`src/rtl/ps2_pkg.sv`:
```
// Shared types and constants for the PS/2 device-to-host receive path.
package ps2_pkg;

  typedef enum logic [1:0] {
    PAR_NONE = 2'd0,
    PAR_ODD  = 2'd1,
    PAR_EVEN = 2'd2
  } parity_mode_t;

  typedef enum logic [1:0] {
    ST_IDLE   = 2'd0,
    ST_DATA   = 2'd1,
    ST_PARITY = 2'd2,
    ST_STOP   = 2'd3
  } rx_state_t;

  // Level both PS/2 lines rest at when the bus is idle (open-collector pull-up).
  localparam logic PS2_IDLE_LVL = 1'b1;

endpackage

```
`src/rtl/ps2_rx_fifo.sv`:
```
// Synchronous show-ahead FIFO holding received bytes; head is visible on dout while not empty.
module ps2_rx_fifo #(
  parameter int WIDTH = 8,
  parameter int DEPTH = 4
) (
  input  logic                       clk,
  input  logic                       resetN,
  input  logic                       push,
  input  logic [WIDTH-1:0]           din,
  input  logic                       pop,
  output logic [WIDTH-1:0]           dout,
  output logic                       full,
  output logic                       empty,
  output logic [$clog2(DEPTH):0]     count
);

  localparam int AW = $clog2(DEPTH);
  localparam int CW = AW + 1;

  logic [WIDTH-1:0] mem [DEPTH];
  logic [AW-1:0]    wr_ptr;
  logic [AW-1:0]    rd_ptr;
  logic             do_push;
  logic             do_pop;

  assign full    = (count == CW'(DEPTH));
  assign empty   = (count == '0);
  assign do_pop  = pop && !empty;
  // A pop in the same cycle frees a slot, so a full FIFO can still accept the push.
  assign do_push = push && (!full || do_pop);
  assign dout    = empty ? '0 : mem[rd_ptr];

  always_ff @(posedge clk) begin
    if (do_push) mem[wr_ptr] <= din;
  end

  always_ff @(posedge clk or negedge resetN) begin
    if (!resetN) begin
      wr_ptr <= '0;
      rd_ptr <= '0;
      count  <= '0;
    end else begin
      if (do_push) wr_ptr <= wr_ptr + 1'b1;
      if (do_pop)  rd_ptr <= rd_ptr + 1'b1;
      case ({do_push, do_pop})
        2'b10:   count <= count + 1'b1;
        2'b01:   count <= count - 1'b1;
        default: count <= count;
      endcase
    end
  end

endmodule

```
`src/rtl/ps2_frame_rx.sv`:
```
// PS/2 device-to-host frame receiver: pin sync/filter, start/data/parity/stop deframing,
// stall timeout and a small byte FIFO towards the scan-code decoder.
module ps2_frame_rx
  import ps2_pkg::*;
#(
  parameter int DATA_BITS   = 8,
  parameter int PARITY_MODE = 1,
  parameter int SYNC_STAGES = 2,
  parameter int FILT_LEN    = 4,
  parameter int TIMEOUT_CYC = 50000,
  parameter int FIFO_DEPTH  = 4
) (
  input  logic                          clk,
  input  logic                          resetN,
  input  logic                          kbd_clk,
  input  logic                          kbd_dat,
  input  logic                          rd_en,
  output logic [DATA_BITS-1:0]          dout,
  output logic                          dout_valid,
  output logic [$clog2(FIFO_DEPTH):0]   fifo_count,
  output logic                          parity_err,
  output logic                          frame_err,
  output logic                          overflow
);

  localparam int FCW = $clog2(FILT_LEN + 1);
  localparam int TW  = $clog2(TIMEOUT_CYC);
  localparam int BW  = $clog2(DATA_BITS + 1);
  localparam parity_mode_t PMODE = parity_mode_t'(PARITY_MODE);

  logic [1:0] pin_raw;
  logic [1:0] pin_filt;
  logic       fclk;
  logic       fdat;
  logic       fclk_q;
  logic       fall;
  logic       clk_edge;

  assign pin_raw = {kbd_dat, kbd_clk};

  // Index 0 is the PS/2 clock, index 1 the PS/2 data line.
  for (genvar g = 0; g < 2; g++) begin : g_pin
    logic [SYNC_STAGES-1:0] sync;
    logic [FCW-1:0]         fcnt;
    logic                   filt;

    always_ff @(posedge clk or negedge resetN) begin
      if (!resetN) begin
        sync <= {SYNC_STAGES{PS2_IDLE_LVL}};
        fcnt <= '0;
        filt <= PS2_IDLE_LVL;
      end else begin
        sync <= {sync[SYNC_STAGES-2:0], pin_raw[g]};
        if (sync[SYNC_STAGES-1] == filt) begin
          fcnt <= '0;
        end else if (fcnt == FCW'(FILT_LEN - 1)) begin
          filt <= sync[SYNC_STAGES-1];
          fcnt <= '0;
        end else begin
          fcnt <= fcnt + 1'b1;
        end
      end
    end

    assign pin_filt[g] = filt;
  end

  assign fclk     = pin_filt[0];
  assign fdat     = pin_filt[1];
  assign fall     = fclk_q & ~fclk;
  assign clk_edge = fclk_q ^ fclk;

  always_ff @(posedge clk or negedge resetN) begin
    if (!resetN) fclk_q <= PS2_IDLE_LVL;
    else         fclk_q <= fclk;
  end

  rx_state_t             state;
  logic [BW-1:0]         bit_cnt;
  logic [DATA_BITS-1:0]  shreg;
  logic                  par_bit;
  logic [TW-1:0]         tcnt;
  logic                  par_ok;
  logic                  push;
  logic                  fifo_full;
  logic                  fifo_empty;

  always_comb begin
    par_ok = 1'b1;
    case (PMODE)
      PAR_ODD:  par_ok = ^{shreg, par_bit};
      PAR_EVEN: par_ok = ~^{shreg, par_bit};
      default:  par_ok = 1'b1;
    endcase
  end

  assign push = (state == ST_STOP) && fall && fdat && par_ok;

  // Timeout only fires on a cycle with no clock edge, so it can never race the stop strobe.
  always_ff @(posedge clk or negedge resetN) begin
    if (!resetN) begin
      state      <= ST_IDLE;
      bit_cnt    <= '0;
      shreg      <= '0;
      par_bit    <= 1'b0;
      tcnt       <= '0;
      parity_err <= 1'b0;
      frame_err  <= 1'b0;
    end else begin
      parity_err <= 1'b0;
      frame_err  <= 1'b0;
      if (state == ST_IDLE || clk_edge) tcnt <= '0;
      else                              tcnt <= tcnt + 1'b1;

      if (state != ST_IDLE && !clk_edge && tcnt == TW'(TIMEOUT_CYC - 1)) begin
        frame_err <= 1'b1;
        state     <= ST_IDLE;
      end else if (fall) begin
        case (state)
          ST_IDLE: begin
            if (!fdat) begin
              state   <= ST_DATA;
              bit_cnt <= '0;
            end
          end
          ST_DATA: begin
            shreg   <= {fdat, shreg[DATA_BITS-1:1]};
            bit_cnt <= bit_cnt + 1'b1;
            if (bit_cnt == BW'(DATA_BITS - 1))
              state <= (PMODE == PAR_NONE) ? ST_STOP : ST_PARITY;
          end
          ST_PARITY: begin
            par_bit <= fdat;
            state   <= ST_STOP;
          end
          ST_STOP: begin
            state <= ST_IDLE;
            if (!fdat)        frame_err  <= 1'b1;
            else if (!par_ok) parity_err <= 1'b1;
          end
          default: state <= ST_IDLE;
        endcase
      end
    end
  end

  always_ff @(posedge clk or negedge resetN) begin
    if (!resetN) overflow <= 1'b0;
    else         overflow <= push && fifo_full && !(rd_en && !fifo_empty);
  end

  ps2_rx_fifo #(
    .WIDTH (DATA_BITS),
    .DEPTH (FIFO_DEPTH)
  ) u_fifo (
    .clk    (clk),
    .resetN (resetN),
    .push   (push),
    .din    (shreg),
    .pop    (rd_en),
    .dout   (dout),
    .full   (fifo_full),
    .empty  (fifo_empty),
    .count  (fifo_count)
  );

  assign dout_valid = !fifo_empty;

endmodule

```
`config.mk`:
```
export PLATFORM = sky130hd
export DESIGN_NAME = ps2_frame_rx
export DESIGN_NICKNAME = d
export VERILOG_FILES = /design/src/rtl/ps2_pkg.sv /design/src/rtl/ps2_rx_fifo.sv /design/src/rtl/ps2_frame_rx.sv
export SDC_FILE = /design/constraint.sdc
export NUM_CORES = 1
export LEC_CHECK = 0
export CAP_MARGIN = 0
export CORE_UTILIZATION = 50
export CTS_BUF_LIST = sky130_fd_sc_hd__clkbuf_16
export CTS_CLUSTER_SIZE = 25
export DETAILED_ROUTE_END_ITERATION = 10
export MAX_ROUTING_LAYER = met4
export PLACE_DENSITY_LB_ADDON = 0.1
export SLEW_MARGIN = 10
export SYNTH_ARGS = -nofsm -noshare
export SYNTH_HDL_FRONTEND = slang
export SYNTH_SLANG_ARGS = --single-unit
```
`constraint.sdc`:
```
create_clock -name clk -period 2.25 [get_ports clk]
set_clock_uncertainty 0.1 [all_clocks]
set_input_delay 0.45 -clock clk [delete_from_list [all_inputs] [get_ports clk]]
set_output_delay 0.45 -clock clk [all_outputs]
set_load 0.01 [all_outputs]
```
-- Word level (Yosys, flattened, before mapping)
Memory sizes are Yosys's and may differ from the RTL's.
Cells that the tools add are included.
W data, S select, Z words.
- output and inout bits: 15
- bits in writable memories: 32
- bits in registers: 54
- memories kept: 1
- input port bits: 5
- memory list (memory ; depth ; bits a word ; read ports ; clocked after memory_dff ; wr ports ; RTL line ; text):
    u_fifo.mem ; 4 ; 8 ; 1 ; 0 ; 1 ; ps2_rx_fifo.sv:20 ; logic [WIDTH-1:0] mem [DEPTH];
- mux-type cells: 25
- reductions and logical operators: 28
- bitwise gates (word level): 6
- $add $sub $neg: 8
- eq/ne operators: 15
- operator list (kind ; count):
    $add A16 B1 Y16 const B ; 1
    $eq A16 B16 Y1 const B ; 1
    $mux W16 ; 1
    $mux W3 ; 4
    $mux W1 ; 11
    $add A3 B1 Y3 const B ; 3
    $logic_and A1 B1 Y1 ; 9
    $reduce_and A3 Y1 ; 3
    $reduce_xor A9 Y1 ; 1
    $mux W2 ; 4
    $mux W8 ; 1
    $pmux W2 S4 ; 1
    $pmux W4 S2 ; 1
    $reduce_bool A2 Y1 ; 4
    $eq A2 B2 Y1 const B ; 3
    $eq A3 B2 Y1 const B ; 2
    $pmux W3 S2 ; 1
    $add A2 B1 Y2 const B ; 2
    $add A4 B1 Y4 const B ; 1
    $eq A2 B1 Y1 const B ; 2
    $eq A4 B3 Y1 const B ; 1
    $logic_not A1 Y1 ; 4
    $mux W4 ; 1
    $not A1 Y1 ; 4
    other kinds (13) ; 16

-- Depth between registers and ports, before layout
- depth after elaboration: 8
- gate-level depth with buffers: 10
- gate-level depth less buffers: 10

-- Hierarchy
A second synthesis with hierarchy kept.
- cells, all modules: 280
- area, all modules: 3853.7 µm²
- modules (own cells, without submodules) (module ; instances ; area an instance (µm²) ; cells an instance ; seq. area each (µm²)):
    ps2_frame_rx ; 1 ; 2208.4 ; 190 ; 1184.9
    ps2_rx_fifo ; 1 ; 1645.3 ; 90 ; 1136.1

-- Worst setup path before layout
OpenSTA, ideal clock, no wires.
- path type: reg2reg
- from: register g_pin[0].filt, in the netlist fclk
- to: register shreg[0]
- data required time: 2.025 ns
- buffers on the path: 2
- setup time: 0.125 ns
- path slack: -0.216 ns
- cell stages (with the launch flop): 9
- data arrival time: 2.241 ns
- cell sequence: dfstp_2 -> inv_1 -> ha_1 -> nand2b_4 -> buf_6 -> or4_4 -> o211a_1 -> buf_6 -> mux2_4
- longest elaborated chain between the ends: 6
- elaborated cells on any way between the ends: 8
- those cells by class: bitwise: 4; reduce/logical: 4
- RTL lines (what ; RTL line ; text):
    start, declared ; ps2_frame_rx.sv:45 ; logic filt;
    start signal, assigned ; ps2_frame_rx.sv:57 ; filt <= sync[SYNC_STAGES-1];
    $xor A1 B1 Y1 ; ps2_frame_rx.sv:71 ; assign clk_edge = fclk_q ^ fclk;
    $logic_not A1 Y1 ; ps2_frame_rx.sv:115 ; if (state != ST_IDLE && !clk_edge && tcnt == TW'(TIMEOUT_CYC - 1)) begin
    $logic_and A1 B1 Y1 (2 in a row) ; ps2_frame_rx.sv:115 ;
    $not A1 Y1 (no source line) ; -- ;
    $reduce_and A3 Y1 (no source line) (*) ; -- ;
    end signal, assigned ; ps2_frame_rx.sv:127 ; shreg <= {fdat, shreg[DATA_BITS-1:1]};
    end, declared ; ps2_frame_rx.sv:80 ; logic [DATA_BITS-1:0] shreg;
Every way passes the cells marked *; elsewhere a longest branch is shown, timed or not.
A chain may end at the register's enable or synchronous reset.

-- Worst setup path after layout
- from: register shreg[3]
- to: register u_fifo.count[2]
- longest elaborated chain between the ends: 5
- elaborated cells on any way between the ends: 7
- those cells by class: eq/ne: 2; mux: 1; reduce/logical: 4
- RTL lines (what ; RTL line ; text):
    $reduce_xor A9 Y1 (*) ; ps2_frame_rx.sv:91 ; PAR_ODD: par_ok = ^{shreg, par_bit};
    $logic_and A1 B1 Y1 (*) ; ps2_frame_rx.sv:97 ; assign push = (state == ST_STOP) && fall && fdat && par_ok;
    $logic_and A1 B1 Y1 (*) ; ps2_rx_fifo.sv:30 ; assign do_push = push && (!full || do_pop);
    $eq A2 B1 Y1 / $eq A2 B2 Y1 (equally long branches) ; ps2_rx_fifo.sv:45 ; case ({do_push, do_pop})
    $pmux W3 S2 / $reduce_bool A2 Y1 (equally long branches) ; -- ;
    end signal, assigned ; ps2_rx_fifo.sv:46 ; 2'b10: count <= count + 1'b1;
    end signal, assigned ; ps2_rx_fifo.sv:47 ; 2'b01: count <= count - 1'b1;
    end signal, assigned ; ps2_rx_fifo.sv:48 ; default: count <= count;
    end, declared ; ps2_rx_fifo.sv:14 ; output logic [$clog2(DEPTH):0] count
Marks and branches as above.

==> parameters.txt <==
Parameter                              Value

STA
  RSZ-0062 raised after global routing    yes
  Count of final hold-check violations    16
  Tmin final    2370 ps
  Transition at the pin with the smallest max-transition slack    528 ps
  Final count of negative-setup-slack endpoints    1
  Max Slew Vio Count    0
  Rel. slew slack    64.8%
  Highest achievable clock rate    0.422 GHz
  Final worst hold slack    -6.56 ps
  Final worst setup slack    -120 ps
  Fin crit share    105%
  Total negative setup slack    -120 ps

Synthesis
  Post-Syn Area    3810 µm²
  Proportion of register bits with asynchronous set or reset after synthesis    62.8%
  Fraction of the yosys area taken by sequential cells    60.9%
  Cells after synthesis    280
  Cell accounting for the most synthesized area    sky130_fd_sc_hd__dfrtp_1
  Count of distinct cell types in the synthesized netlist    40
  Warnings, synthesis    0
  Nets in the synthesized netlist    301
  Leading cell types by total area after synthesis    sky130_fd_sc_hd__dfrtp_1 (31%), sky130_fd_sc_hd__edfxtp_1 (25%), sky130_fd_sc_hd__ha_1 (4.9%), sky130_fd_sc_hd__dfstp_2 (4.8%), sky130_fd_sc_hd__mux4_2 (4.7%)
  Number of storage elements in the synthesis netlist    86
  Fraction of synthesized cell area taken by the top area cell type    30.9%
  Most frequent cell after synthesis    sky130_fd_sc_hd__dfrtp_1
  Number of flops mapped to enable cells by yosys    32
  Most used flip-flop cell after synthesis    sky130_fd_sc_hd__dfrtp_1
  Mean instance size in the synthesized netlist    13.6 µm²
  Synth top cells by count    sky130_fd_sc_hd__dfrtp_1 (47), sky130_fd_sc_hd__edfxtp_1 (32), sky130_fd_sc_hd__nor2_1 (29)

Setup path
  Worst endpoint required time    2400 ps
  Kind of start point of the critical path    register
  Critical path class    reg -> reg
  Number of cells traversed by the worst register-to-register path    10
  Worst flop-to-flop path endpoint    u_fifo.count[2]
  Arrival time at the worst endpoint    2520 ps
  Max Fanout on Critical Path    2
  Worst flop-to-flop path startpoint    shreg[3]
  R2r setup slk    -120 ps
  Category of the worst setup path capture point    register

Clocking
  Buffer type at the clock tree root    sky130_fd_sc_hd__clkbuf_16
  H-tree level count    3
  Number of clock buffers inserted by TritonCTS    9
  TritonCTS clock tree    yes
  Worst skew pair latency    330 ps
  Clk slew on worst S/H paths    60 ps
  Longest Clk Path Bufs    2
  Number of sinks handled by clock tree synthesis    86

Finish
  Layout Area Growth over Synthesis    27.4%
  Number of nets in the final layout    368
  Layout cells sized above 1    34.7%
  Final antenna diode count    0

Global routing
  Antenna violations before repair    0
  Largest net degree at the start of global routing    34
  Sum of overflow across all layers after global routing    0
  Vias in the first global route    2346
  Wire length of the first global-routing pass    10900 µm
  GRT Overall Usage    19.3%

Placed design
  HPWL Detailed    4360 µm
  Routability Congestion    0.780
  Count of input and output buffers    19

Power and ir drop
  Sequential share of power    34.9%
  Net Sw Power    0.00191 W
  Total power    0.00622 W
  Power share of the clock group    23.5%
  Part of the power in combinational logic    41.5%
  Cell-internal power    0.00431 W
  Total power divided by cell area    1280 nW/µm²
  Switching part of the total power    30.7%
  Maximum ir drop on the vdd rail    0.566 mV
  Cell leakage power    2.07 nW

Floorplan
  Number of top-level design ports    20
  Chip Width    89.3 µm
  Effective utilization at floorplan    52.0%
  Die area    7980 µm²
  Core area    7330 µm²
  Chip height    89.3 µm
  Placement Rows    31

Run status
  Violations in the final reports    hold timing, setup timing
  Status    complete, but fails checks

Detailed routing
  Per-cell via count in the routed design    5.02
  Post-route DRC violation count    0
  Vias after detailed routing    2265
  Drt pass-1 iters    3
  Routed WL per cell    14.3 µm
  Iteration-0 DRC Markers    67
  Number of routed nets with antenna violations    0
  Detailed Route WL    6460 µm

Hold path
  Worst hold path class    in -> async

Job
  Max Cap Viol    0
-- critical path, stage by stage, from the launching register on --
cell                      delay, ps
sky130_fd_sc_hd__dfrtp_1        390
sky130_fd_sc_hd__xnor2_1        150
sky130_fd_sc_hd__xnor3_1        450
sky130_fd_sc_hd__xnor2_2        170
sky130_fd_sc_hd__nand3_2        110
sky130_fd_sc_hd__ha_4           150
sky130_fd_sc_hd__inv_2           30
sky130_fd_sc_hd__fa_2           330
sky130_fd_sc_hd__xor2_1         150
sky130_fd_sc_hd__nor2_1         120
sky130_fd_sc_hd__xor2_1         150
-- power by group through the flow --
stage	Sequential, W	Combinational [W]	Clock [W]
after CTS	0.00217	0.00256	0.00149
after detailed placement	0.00219	0.00235	0
final	0.00217	0.00258	0.00146
after floorplan	0.00219	0.00141	0
after global placement	0.00219	0.00231	0
after global routing	0.00221	0.00289	0.00156
-- layer usage --
metal / up-vias / routed length [µm] / GRT usage [%] / share of wire (%)
li1: 1115 / - / - / -
met3: 11 / 119 / 3.88 / 1.8
met1: 1119 / 2940 / 22.9 / 45
met5: - / 0 / - / 0
met4: 0 / 104 / 7.36 / 1.6
met2: 20 / 3300 / 32.6 / 51
-- area by class of cell --
class,instances,area (µm²)
clock buffer,9,225
tap,99,124
timing repair buffer,62,529
inverter,15,56.3
clock inverter,7,72.6
fill,546,2470
multi-input combinational,173,1530
sequential,86,2320
-- cells by family after synthesis --
kind of cell | count (synthesis) | synth area share (%)
and+or+nand+nor | 95 | 13.0
DFF | 86 | 60.9
xor gates and xnor gates | 28 | 6.79
buffers and inverters | 22 | 2.59
muxes | 21 | 9.29
adders and majority gates | 16 | 5.45
AOI/OAI and AO/OA | 12 | 2.00
-- cells in the final DEF (no fill, tap or decap), drive strengths merged, types with 2 or more instances in the layout --
cell and instances:
and3 4, and2 9, o211a 2, xnor2 13, ha 15, clkdlybuf4s50 9, edfxtp 32, mux4 8
inv 18, mux2 11, nand3 12, mux2i 2, dfrtp 47, nand2 17, dfstp 7, nor3b 6
nor2 29, nor2b 2, xor2 14, or4 2, or3 2, buf 52, clkinvlp 2, nor3 5
nand4 3, clkbuf 9, o21ai 6
-- worst max-delay path by stage --
stage,endpoint,cells past startpoint,slack (ps),from
floorplan,u_fifo.count[2],10,-150,shreg[6]
global placement,u_fifo.count[2],9,-470,rd_en
detailed placement,u_fifo.count[2],9,-530,rd_en
CTS,u_fifo.count[2],10,-150,shreg[3]
global route,u_fifo.count[2],10,-260,shreg[3]
finish,u_fifo.count[2],10,-120,shreg[3]
-- stage by stage --
step                      cells  worst slack, ps  area, µm²  util [%]
after global routing        451             -259       4860      66.2
after floorplan             280             -145       3850         -
after detailed placement    427             -530       4420      60.3
final                       451             -120       4860      66.2
after global placement      427             -466       4420      60.3
after CTS                   451             -149       4810      65.6
-- state kept, by name (all words and copies together), names as in the netlist --
name and count:
tcnt 16, state 2, u_fifo.mem 32, frame_err 1
par_bit 1, bit_cnt 4, u_fifo.wr_ptr 2, overflow 1
g_pin.fcnt 6, fclk_q 1, u_fifo.count 3, u_fifo.rd_ptr 2
g_pin.sync 4, fdat 1, parity_err 1, fclk 1
shreg 8
-- repair_timing --
item	4_1_cts	5_1_grt
pin swaps	8	9
cloned	1	1
buffers inserted	7	2
endpoints found under the setup margin	53	55
gates resized for setup	49	22
hold buffers	0	0
Power figures use the tool's default switching activity.
==> RTL change: new RTL, config.mk and constraints unchanged <==
Encoding of `rx_state_t`: now one-hot (4 bits for 4 states).
--- a/src/rtl/ps2_pkg.sv
+++ b/src/rtl/ps2_pkg.sv
@@ -9,7 +9,7 @@
 
-  typedef enum logic [1:0] {
-    ST_IDLE   = 2'd0,
-    ST_DATA   = 2'd1,
-    ST_PARITY = 2'd2,
-    ST_STOP   = 2'd3
+  typedef enum logic [3:0] {
+    ST_IDLE   = 4'b0001,
+    ST_DATA   = 4'b0010,
+    ST_PARITY = 4'b0100,
+    ST_STOP   = 4'b1000
   } rx_state_t;
Formal check against the unedited RTL: same outputs for any inputs over 10 cycles, from zero or initial values and one cycle with resetN low; not proved beyond that.
==> RTL change against the original RTL <==
  * The flow still finishes with violations (hold timing, setup timing)
  * Worst hold slack better by 2.9 ps
  * Count of clock-buffer cells in the layout stayed put
  * Wire length is 0.36% higher
  * Design area hardly changed
  * Area after synthesis is 2.5% higher
  * Global-route usage is 0.92 points lower
  * First-iteration DRC count is 51% higher
  * Setup slack worse by 140 ps
  * Sequential cell count is 2 higher
  * Power is 9.3% lower
  * Largest power group is now registers
==> RTL change: results (changes against the original RTL) <==
[clocking]
ctsLongestPathBuffers=2  ; unchanged
cts_htree_levels=3  ; unchanged
clk_pin_slew_ps=60  ; about the same
clk_latency_ps=330  ; about the same
numCtsBuffers=9  ; unchanged

[run_status]
violations=hold timing, setup timing  ; unchanged
status=finished with violations  ; unchanged

[global_routing]
grt_pass1_wl_um=11200  ; was 10900 um
track_usage_pct=18.4  ; was 19.3%
grt_start_max_net_pins=57  ; was 34
grt_pass1_vias=2354  ; was 2346

[sta]
tightest_slew_ps=727  ; was 528 ps
setup_violations=6  ; was 1
hold_viol_final=2  ; was 16
fin_ws_ps=-265  ; was -120 ps
whs_ps=-3.63  ; was -6.56 ps

[placement]
post-dp-hpwl_um=4290  ; was 4360 um
numPortBuffers=19  ; unchanged
placed_area_um2=4480  ; was 4420 um2
gp_congestion=0.796  ; was 0.780
place_ws_ps=-316  ; was -530 ps

[critical_path]
r2r_cells=11  ; was 10
cp.arrival_ps=2670  ; was 2520 ps
slowest_delay_ps=450  ; about the same
crit_path_top_delay_cell=xnor3_1  ; unchanged
path_max_fanout=2  ; unchanged

[detailed_routing]
wl_per_cell_um=14.3  ; about the same
initialDrtViolationCount=101  ; was 67
via_per_inst=5.12  ; was 5.02
firstDrtPassIters=5  ; was 3

[yosys]
synth.distinct_cells=47  ; was 40
async_flop_share_pct=63.6  ; was 62.8%
synthTopCellsByCount=dfrtp_1, edfxtp_1, nor2_1  ; unchanged
synth_edf_count=32  ; unchanged
synthTopCellsByArea=dfrtp_1, edfxtp_1, dfstp_2  ; was dfrtp_1, edfxtp_1, ha_1
ys_seq_area_share_pct=60.7  ; was 60.9%
syn_nets=305  ; was 301
synth_flop_cell=dfrtp_1  ; unchanged

[finish]
reg_top3=u_fifo.mem (32), tcnt (16), shreg (8)  ; unchanged
final_nets=366  ; was 368
n_antenna_cell=0  ; unchanged
drive_above_1_share_pct=30.7  ; was 34.7%

[power]
p_leak_nw=2.02  ; was 2.07 nW
vdd_drop_max_mv=0.754  ; was 0.566 mV

RTL change: cell types whose count changed after synthesis, sizes merged, moves of 4 or more:
cell and delta:
a21oi +5, and2 +6, ha -5, inv -4
nand2 -4, nor2 -6, nor3 +4
RTL change: repair_timing:
action / in CTS / in global routing
cloned: 1 / 0
setup endpoints to repair: 31 / 43
pin swaps: 0 / 4
buffers inserted: 3 / 7
gates resized for setup: 25 / 23
hold buffers: 0 / 0
RTL change: cells by family after synthesis:
logic type	share of synthesized area [%]
buf+inv	2.14
mux	8.64
flops	60.7
xor+xnor	6.59
simple gates	14.9
fa+ha+maj	3.71
compound gates	3.30
RTL change: final cells by class:
cell class,count,area [um2]
Multi-Input combinational cell,182,1480
Fill cell,521,2550
Clock inverter,7,65.1
Tap cell,99,124
Inverter,11,41.3
Clock buffer,9,225
Sequential cell,88,2370
Timing Repair Buffer,58,551
RTL change: path summary, 6_finish.rpt:
| check | startpoint | endpoint | slack, ps |
|---|---|---|---|
| setup reg to reg | shreg[6] | u_fifo.count[2] | -260 |
| min in group clk | g_pin[0].sync[0] | g_pin[0].sync[1] | 250 |
| setup / recovery | shreg[6] | u_fifo.count[2] | -260 |
| max in group asynchronous | resetN | state[0] | 1740 |
| hold / removal | resetN | tcnt[11] | -4 |
| hold reg to reg | g_pin[0].sync[0] | g_pin[0].sync[1] | 250 |
RTL change: worst max-delay path, delay by kind of cell, from the launching register on:
kind / cells / cell delay, ps
adder cells (fa/ha/maj): 2 / 510
XOR/XNOR: 5 / 1140
flip-flops: 1 / 390
AND/OR/NAND/NOR: 2 / 210
buffers and inverters: 2 / 100
RTL change: stage by stage:
| step | TNS, ps | cells | total power [W] | hold WS (ps) |
|---|---|---|---|---|
| after detailed placement | -531 | 429 | 0.00409 | 247 |
| after CTS | -2100 | 449 | 0.00558 | 18.6 |
| after global placement | -392 | 429 | 0.00405 | 246 |
| after global routing | -4330 | 454 | 0.00599 | 46.0 |
| after floorplan | -431 | 289 | 0.00334 | 54.4 |
| final | -625 | 454 | 0.00565 | -3.63 |
RTL change: power by group:
group	switching, W	total, W	internal, W
combinational	0.000902	0.00206	0.00116
clock	0.000585	0.00143	0.000850
sequential	0.000199	0.00215	0.00195
total	0.00169	0.00565	0.00396
RTL change: per-layer routing:
| layer | wire, um | part of all wire [%] | up-vias | track usage [%] |
|---|---|---|---|---|
| met5 | 0 | 0 | - | - |
| met4 | 124 | 1.9 | 0 | 8.87 |
| met3 | 110 | 1.7 | 8 | 2.78 |
| met2 | 3290 | 51 | 27 | 29.8 |
| met1 | 2960 | 46 | 1149 | 22.8 |
| li1 | - | - | 1140 | - |
